===== src/rtl/regfile_sequencer.sv =====
// regfile_sequencer: control FSM that walks the RNBIP-2 8x8 register file through
// the per-instruction control sequence, including the read -> ALU -> write-back trip.
module regfile_sequencer #(
  parameter int ALU_TIMEOUT = 15
) (
  input  logic       clk,
  input  logic       reset_n,
  input  logic       instr_valid,
  input  logic [2:0] instr_op,
  input  logic [2:0] instr_rn,
  output logic       instr_ready,
  input  logic       alu_done,
  output logic       alu_start,
  output logic [1:0] enab,
  output logic [2:0] mux_sel,
  output logic [2:0] reg_sel,
  output logic [2:0] seg,
  output logic       busy,
  output logic       done,
  output logic       err
);

  typedef enum logic [2:0] {
    OP_NOP   = 3'd0,
    OP_CLR   = 3'd1,
    OP_MOVR0 = 3'd2,
    OP_MOVRN = 3'd3,
    OP_LDI   = 3'd4,
    OP_ALU   = 3'd5,
    OP_CMP   = 3'd6,
    OP_ILL   = 3'd7
  } op_e;

  typedef enum logic [2:0] {
    S_IDLE,
    S_CLEAR,
    S_WRITE,
    S_READ,
    S_ALU_WAIT,
    S_ALU_WB,
    S_DONE
  } state_e;

  localparam logic [7:0] TIMEOUT_CNT = 8'(ALU_TIMEOUT);

  state_e     state, state_nxt;
  op_e        op_q;
  logic [2:0] rn_q;
  logic [7:0] cnt;
  logic       ready_en;
  logic       err_set;
  logic       accept;

  // ready_en holds instr_ready low until the first edge after reset release
  assign instr_ready = (state == S_IDLE) && ready_en;
  assign busy        = (state != S_IDLE);
  assign accept      = instr_valid && instr_ready;

  always_ff @(posedge clk or negedge reset_n) begin
    if (!reset_n) begin
      state    <= S_IDLE;
      op_q     <= OP_NOP;
      rn_q     <= 3'd0;
      cnt      <= 8'd0;
      ready_en <= 1'b0;
      err      <= 1'b0;
    end else begin
      state    <= state_nxt;
      ready_en <= 1'b1;
      if (err_set)
        err <= 1'b1;
      if (accept) begin
        op_q <= op_e'(instr_op);
        rn_q <= instr_rn;
      end
      if (state == S_ALU_WAIT && state_nxt == S_ALU_WAIT)
        cnt <= cnt + 8'd1;
      else
        cnt <= 8'd0;
    end
  end

  // In ALU_WAIT, cnt==0 marks the alu_start cycle, where alu_done is ignored;
  // alu_done is tested before the timeout so it wins when both coincide.
  always_comb begin
    state_nxt = state;
    err_set   = 1'b0;
    unique case (state)
      S_IDLE: begin
        if (accept) begin
          case (op_e'(instr_op))
            OP_NOP:                     state_nxt = S_DONE;
            OP_CLR:                     state_nxt = S_CLEAR;
            OP_MOVR0, OP_MOVRN, OP_LDI: state_nxt = S_WRITE;
            OP_ALU, OP_CMP:             state_nxt = S_READ;
            default: begin
              err_set   = 1'b1;
              state_nxt = S_DONE;
            end
          endcase
        end
      end
      S_CLEAR, S_WRITE, S_ALU_WB: state_nxt = S_DONE;
      S_READ:                     state_nxt = S_ALU_WAIT;
      S_ALU_WAIT: begin
        if (cnt != 8'd0 && alu_done) begin
          state_nxt = (op_q == OP_ALU) ? S_ALU_WB : S_DONE;
        end else if (cnt == TIMEOUT_CNT) begin
          err_set   = 1'b1;
          state_nxt = S_DONE;
        end
      end
      S_DONE:  state_nxt = S_IDLE;
      default: state_nxt = S_IDLE;
    endcase
  end

  always_comb begin
    enab      = 2'b10;
    mux_sel   = 3'b000;
    reg_sel   = 3'b000;
    seg       = 3'b000;
    alu_start = 1'b0;
    done      = 1'b0;
    case (state)
      S_CLEAR: enab = 2'b00;
      S_WRITE: begin
        enab = 2'b01;
        case (op_q)
          OP_MOVR0: seg = rn_q;
          OP_MOVRN: begin
            mux_sel = 3'b001;
            reg_sel = rn_q;
          end
          OP_LDI: begin
            mux_sel = 3'b010;
            seg     = rn_q;
          end
          default: ;
        endcase
      end
      S_READ: begin
        enab = 2'b11;
        seg  = rn_q;
      end
      S_ALU_WAIT: alu_start = (cnt == 8'd0);
      S_ALU_WB: begin
        enab    = 2'b01;
        mux_sel = 3'b011;
      end
      S_DONE:  done = 1'b1;
      default: ;
    endcase
  end

endmodule


===== config.mk =====
export PLATFORM = sky130hd
export DESIGN_NAME = regfile_sequencer
export DESIGN_NICKNAME = d
export VERILOG_FILES = /design/src/rtl/regfile_sequencer.sv
export SDC_FILE = /design/constraint.sdc
export NUM_CORES = 1
export LEC_CHECK = 0
export CAP_MARGIN = 40
export CORE_ASPECT_RATIO = 0.6
export CORE_MARGIN = 5
export CORE_UTILIZATION = 35
export DETAILED_ROUTE_END_ITERATION = 8
export MAX_ROUTING_LAYER = met4
export PLACE_DENSITY = 0.62
export SLEW_MARGIN = 20
export SYNTH_ARGS = -nofsm -noshare
export SYNTH_HDL_FRONTEND = slang
export SYNTH_SLANG_ARGS = --single-unit
export TNS_END_PERCENT = 30

===== constraint.sdc =====
create_clock -name clk -period 4.2 [get_ports clk]
set_input_delay 0.84 -clock clk [delete_from_list [all_inputs] [get_ports clk]]
set_output_delay 0.84 -clock clk [all_outputs]
set_load 0.01 [all_outputs]

Word-level counts from Yosys, hierarchy flattened

Index checks and enable logic that the tools add are counted.
W data, S select, Z words.

Flip-flop bits (word level): 19
Output and inout port bits: 16

Add/subtract/negate cells: 1
Equal/unequal tests: 18
Mux-type cells: 21
Reduce and logical (&&, ||, !) cells: 15

Operators with widths:

| operator              | count |
|---|---|
| $eq A3 B3 Y1 const B  | 9 |
| $eq A3 B2 Y1 const B  | 6 |
| $mux W3               | 6 |
| $pmux W3 S4           | 1 |
| $pmux W3 S3           | 1 |
| $add A8 B1 Y8 const B | 1 |
| $eq A8 B4 Y1 const B  | 1 |
| $logic_not A8 Y1      | 1 |
| $mux W8               | 1 |
| $pmux W2 S2           | 2 |
| $reduce_bool A8 Y1    | 1 |
| $reduce_or A7 Y1      | 1 |
| $eq A3 B1 Y1 const B  | 2 |
| $logic_not A3 Y1      | 2 |
| $mux W1               | 6 |
| $pmux W2 S3           | 1 |
| $pmux W3 S2           | 1 |
| $reduce_or A2 Y1      | 3 |
| $reduce_or A3 Y1      | 2 |
| $logic_and A1 B1 Y1   | 4 |
| $reduce_bool A3 Y1    | 1 |
| $mux W2               | 1 |
| $pmux W1 S2           | 1 |

Depth between registers and ports, before layout

Depth after elaboration: 8
Mapped depth: 6
Depth with buffers taken out: 6

Worst setup path after synthesis

Ideal clock, no wire load.

Kind: flip-flop to output port
Start point: register state[2]
End point: output reg_sel[0]
Arrival: 1.250 ns
Setup slack: 2.110 ns
Cell stages (with the launch flop): 4
Path buffers: 0
Path through: dfrtp_1 > nand2b_1 > nor4_1 > and2_1

Longest elaborated chain between the ends: 2

Ends and longest elaborated chain:

| element                  | RTL line | source |
|---|---|---|
| start: declaration       | 46       | `state_e state, state_nxt;` |
| start signal: assignment | 68       | `state <= state_nxt;` |
| $eq A3 B2 Y1             | 125      | `case (state)` |
| $mux W3                  | 125      |  |
| end: declaration         | 16       | `output logic [2:0] reg_sel,` |

No other way between the ends.

Worst setup path after layout

Start point: register state[1]
End point: output reg_sel[1]

Same word-level chain as after synthesis.

==> metrics.md <==
| Metric | Value |
|---|---|
| Status | `completed` |
| CP Cell Sequence | `nand2b_1 > nor4_1 > and2_1 > clkdlybuf4s50_1` |
| ANT nets after route | `0` |
| Hold Fails Final Rpt | `0` |
| I/O pin cnt | `26` |
| GRT Util Overall | `11.6%` |
| Root Driver | `clkbuf_8` |
| Cell family with most CP delay | `simple AND/OR/NAND/NOR gates` |
| Min Tclk post-route | `3.10 ns` |
| Vias | `880` |
| RSZ-0062 raised after global routing | `no` |
| CTS max path bufs | `2` |
| CP Class | `reg -> out` |
| Max Slew Vio Count | `0` |
| Mapped Area | `0.00122 mm^2` |
| Post-Route WL | `2.55 mm` |
| Seq/Total Area, Yosys | `39.0%` |
| Yosys reg bits | `19` |
| Cell count after synthesis | `115` |
| Reg-to-Reg End | `cnt[7]` |
| Critical path required time | `3.36 ns` |
| Multi-input combinational cell area | `693 um^2` |
| R2R depth | `6` |
| DRC violations left | `0` |
| TritonCTS Buffers | `3` |
| Crit share post-route | `73.9%` |
| Drt wl/cell | `13.8 um` |
| Max H-tree Level | `1` |
| Ys async rst share | `100%` |
| Hpwl dp | `2.05 mm` |
| CP max-delay cell | `dfrtp_1` |
| Min-delay src | `err` |
| F_max | `322 MHz` |
| Detailed-route vias per instance | `4.76` |
| Worst Tran Pin Value | `0.530 ns` |
| Post-CTS sizing | `0` |
| Diode count | `0` |
| # hold bufs at CTS | `0` |
| Unique cell type count in the Yosys netlist | `42` |
| Crit path max fanout | `11` |
| Crit path DAT | `2.26 ns` |
| Post-Place Worst Slack | `1.35 ns` |
| Setup TNS | `0 ns` |
| Largest net degree at the start of global routing | `13` |
| Max Cap Viol | `0` |
| Fillers | `305` |
| CTS tree | `built` |
| Syn_area_per_cell | `10.6 um^2` |
| Nets@finish | `153` |
| Most used DFF post-synth | `dfrtp_1` |
| Fin Clk Skew | `0.00138 ns` |
| Site Rows | `16` |
| R2R Setup Slk | `2.44 ns` |
| EDFF count, synth | `0` |
| Peak supply drop | `0.232 mV` |
| Syn-to-layout area delta | `26.9%` |
| Clock Latency Late Sink | `0.26 ns` |
| Global-route wire length before repair | `4.25 mm` |
| Setup ws final | `1.10 ns` |
| Share of layout cells above drive strength 1 | `18.6%` |
| Tightest Hold Check Type | `reg -> reg` |
| Reg-to-reg startpoint | `cnt[0]` |
| Setup violators final | `0` |
| CTS Sinks | `19` |
| Leakage | `0.000607 uW` |
| Starting Density | `36.9%` |
| Drt initial violations | `51` |
| Max transition margin | `64.3%` |
| Core region area | `0.00330 mm^2` |
| Power per cell area | `510 mW/mm^2` |
| CP Capture Type | `output port` |
| Startpoint Class | `flop` |
| Initial antenna violation count | `0` |
| Vias in the first global route | `832` |
| Routability cong. | `0.784` |
| Hold Path Cell Cnt | `1` |
| Congestion Overflow GR | `0` |
| FF+latch area | `475 um^2` |
| Clock transition at the registers of the reported paths | `0.07 ns` |
| Max incr delay on CP | `0.56 ns` |
| Die width | `86.2 um` |
| Critical path buffers and inverters | `1` |
| Buffers on Ports | `24` |
| Die Y | `55.7 um` |
| Synthesized net count | `127` |
| Yosys warns | `0` |
| Setup Fix Bufs, Post-CTS | `0` |
| WHS Endpoint | `err` |
| Die area | `0.00480 mm^2` |
| Drt pass-1 iters | `4` |
-- synth_stat cells, types with 3 or more instances --
master	count	area, um^2
xor2_1	3	26.3
xnor2_1	4	35.0
dfrtp_1	19	475
nor2_1	7	26.3
nor3b_1	3	22.5
inv_1	6	22.5
nand3_1	4	20.0
mux2_2	5	56.3
nor4_2	6	75.1
nand2_1	10	37.5
mux2_1	3	33.8
and2_1	7	43.8
-- sequential cells by signal, summed over array words and instances (netlist names) --
name,count
ready_en,1
op_q,3
rn_q,3
cnt,8
state,3
err,1
-- cell families after synthesis --
| kind of cell | share of synthesized area (%) |
|---|---|
| and+or+nand+nor | 34.5 |
| adders and majority gates | 2.05 |
| buffers and inverters | 4.21 |
| muxes | 7.38 |
| other | 0.616 |
| xor gates and xnor gates | 5.03 |
| DFF | 39.0 |
| AOI/OAI and AO/OA | 7.28 |
-- power breakdown --
part | total [uW] | internal [uW] | switching [uW]
logic | 357 | 177 | 180
registers | 303 | 232 | 70.9
clock network | 129 | 67.5 | 61.7
total | 789 | 476 | 313
-- placed cells by master (no fill, tap or decap), types with 3 or more instances in the layout --
master / n
clkdlybuf4s50_1: 24
dfrtp_1: 19
nand2_1: 10
nor2_1: 7
and2_1: 7
inv_1: 6
nor4_2: 6
mux2_2: 5
nand3_1: 4
xnor2_1: 4
nor3b_1: 3
xor2_1: 3
mux2_1: 3
clkbuf_8: 3
-- layer usage --
layer	vias up	track usage [%]	part of all wire, %
met3	4	3.11	5.2
met5	-	-	0
met4	0	3.33	0.82
met2	22	16.4	42
met1	402	16.2	52
li1	452	-	-
-- final cells by class --
| type | count | share of cell area [%] |
|---|---|---|
| Multi-Input combinational cell | 86 | 44.8 |
| Sequential cell | 19 | 30.7 |
| Timing Repair Buffer | 25 | 16.5 |
| Tap cell | 45 | 3.64 |
| Clock buffer | 4 | 2.91 |
| Inverter | 6 | 1.46 |
-- through the flow --
stage | cell area [um^2] | power (uW) | cells | hold slack [ns] | utilization, %
global placement | 1490 | 661 | 180 | 0.458 | 45.0
CTS | 1550 | 800 | 185 | 0.510 | 46.9
detailed placement | 1500 | 669 | 181 | 0.494 | 45.5
finish | 1550 | 789 | 185 | 0.502 | 46.9
floorplan | 1220 | 540 | 115 | 0.470 | -
global route | 1550 | 847 | 185 | 0.522 | 46.9
-- how the worst max path moves through the flow --
stage | start | endpoint | slack [ns] | cells after the start
floorplan | state[2] | reg_sel[0] | 2.11 | 3
global placement | state[2] | reg_sel[2] | 1.53 | 4
detailed placement | state[1] | reg_sel[1] | 1.35 | 4
CTS | state[2] | reg_sel[1] | 1.07 | 4
global route | state[1] | reg_sel[1] | 0.94 | 4
finish | state[1] | reg_sel[1] | 1.10 | 4
(Power assumes the default switching activity.)
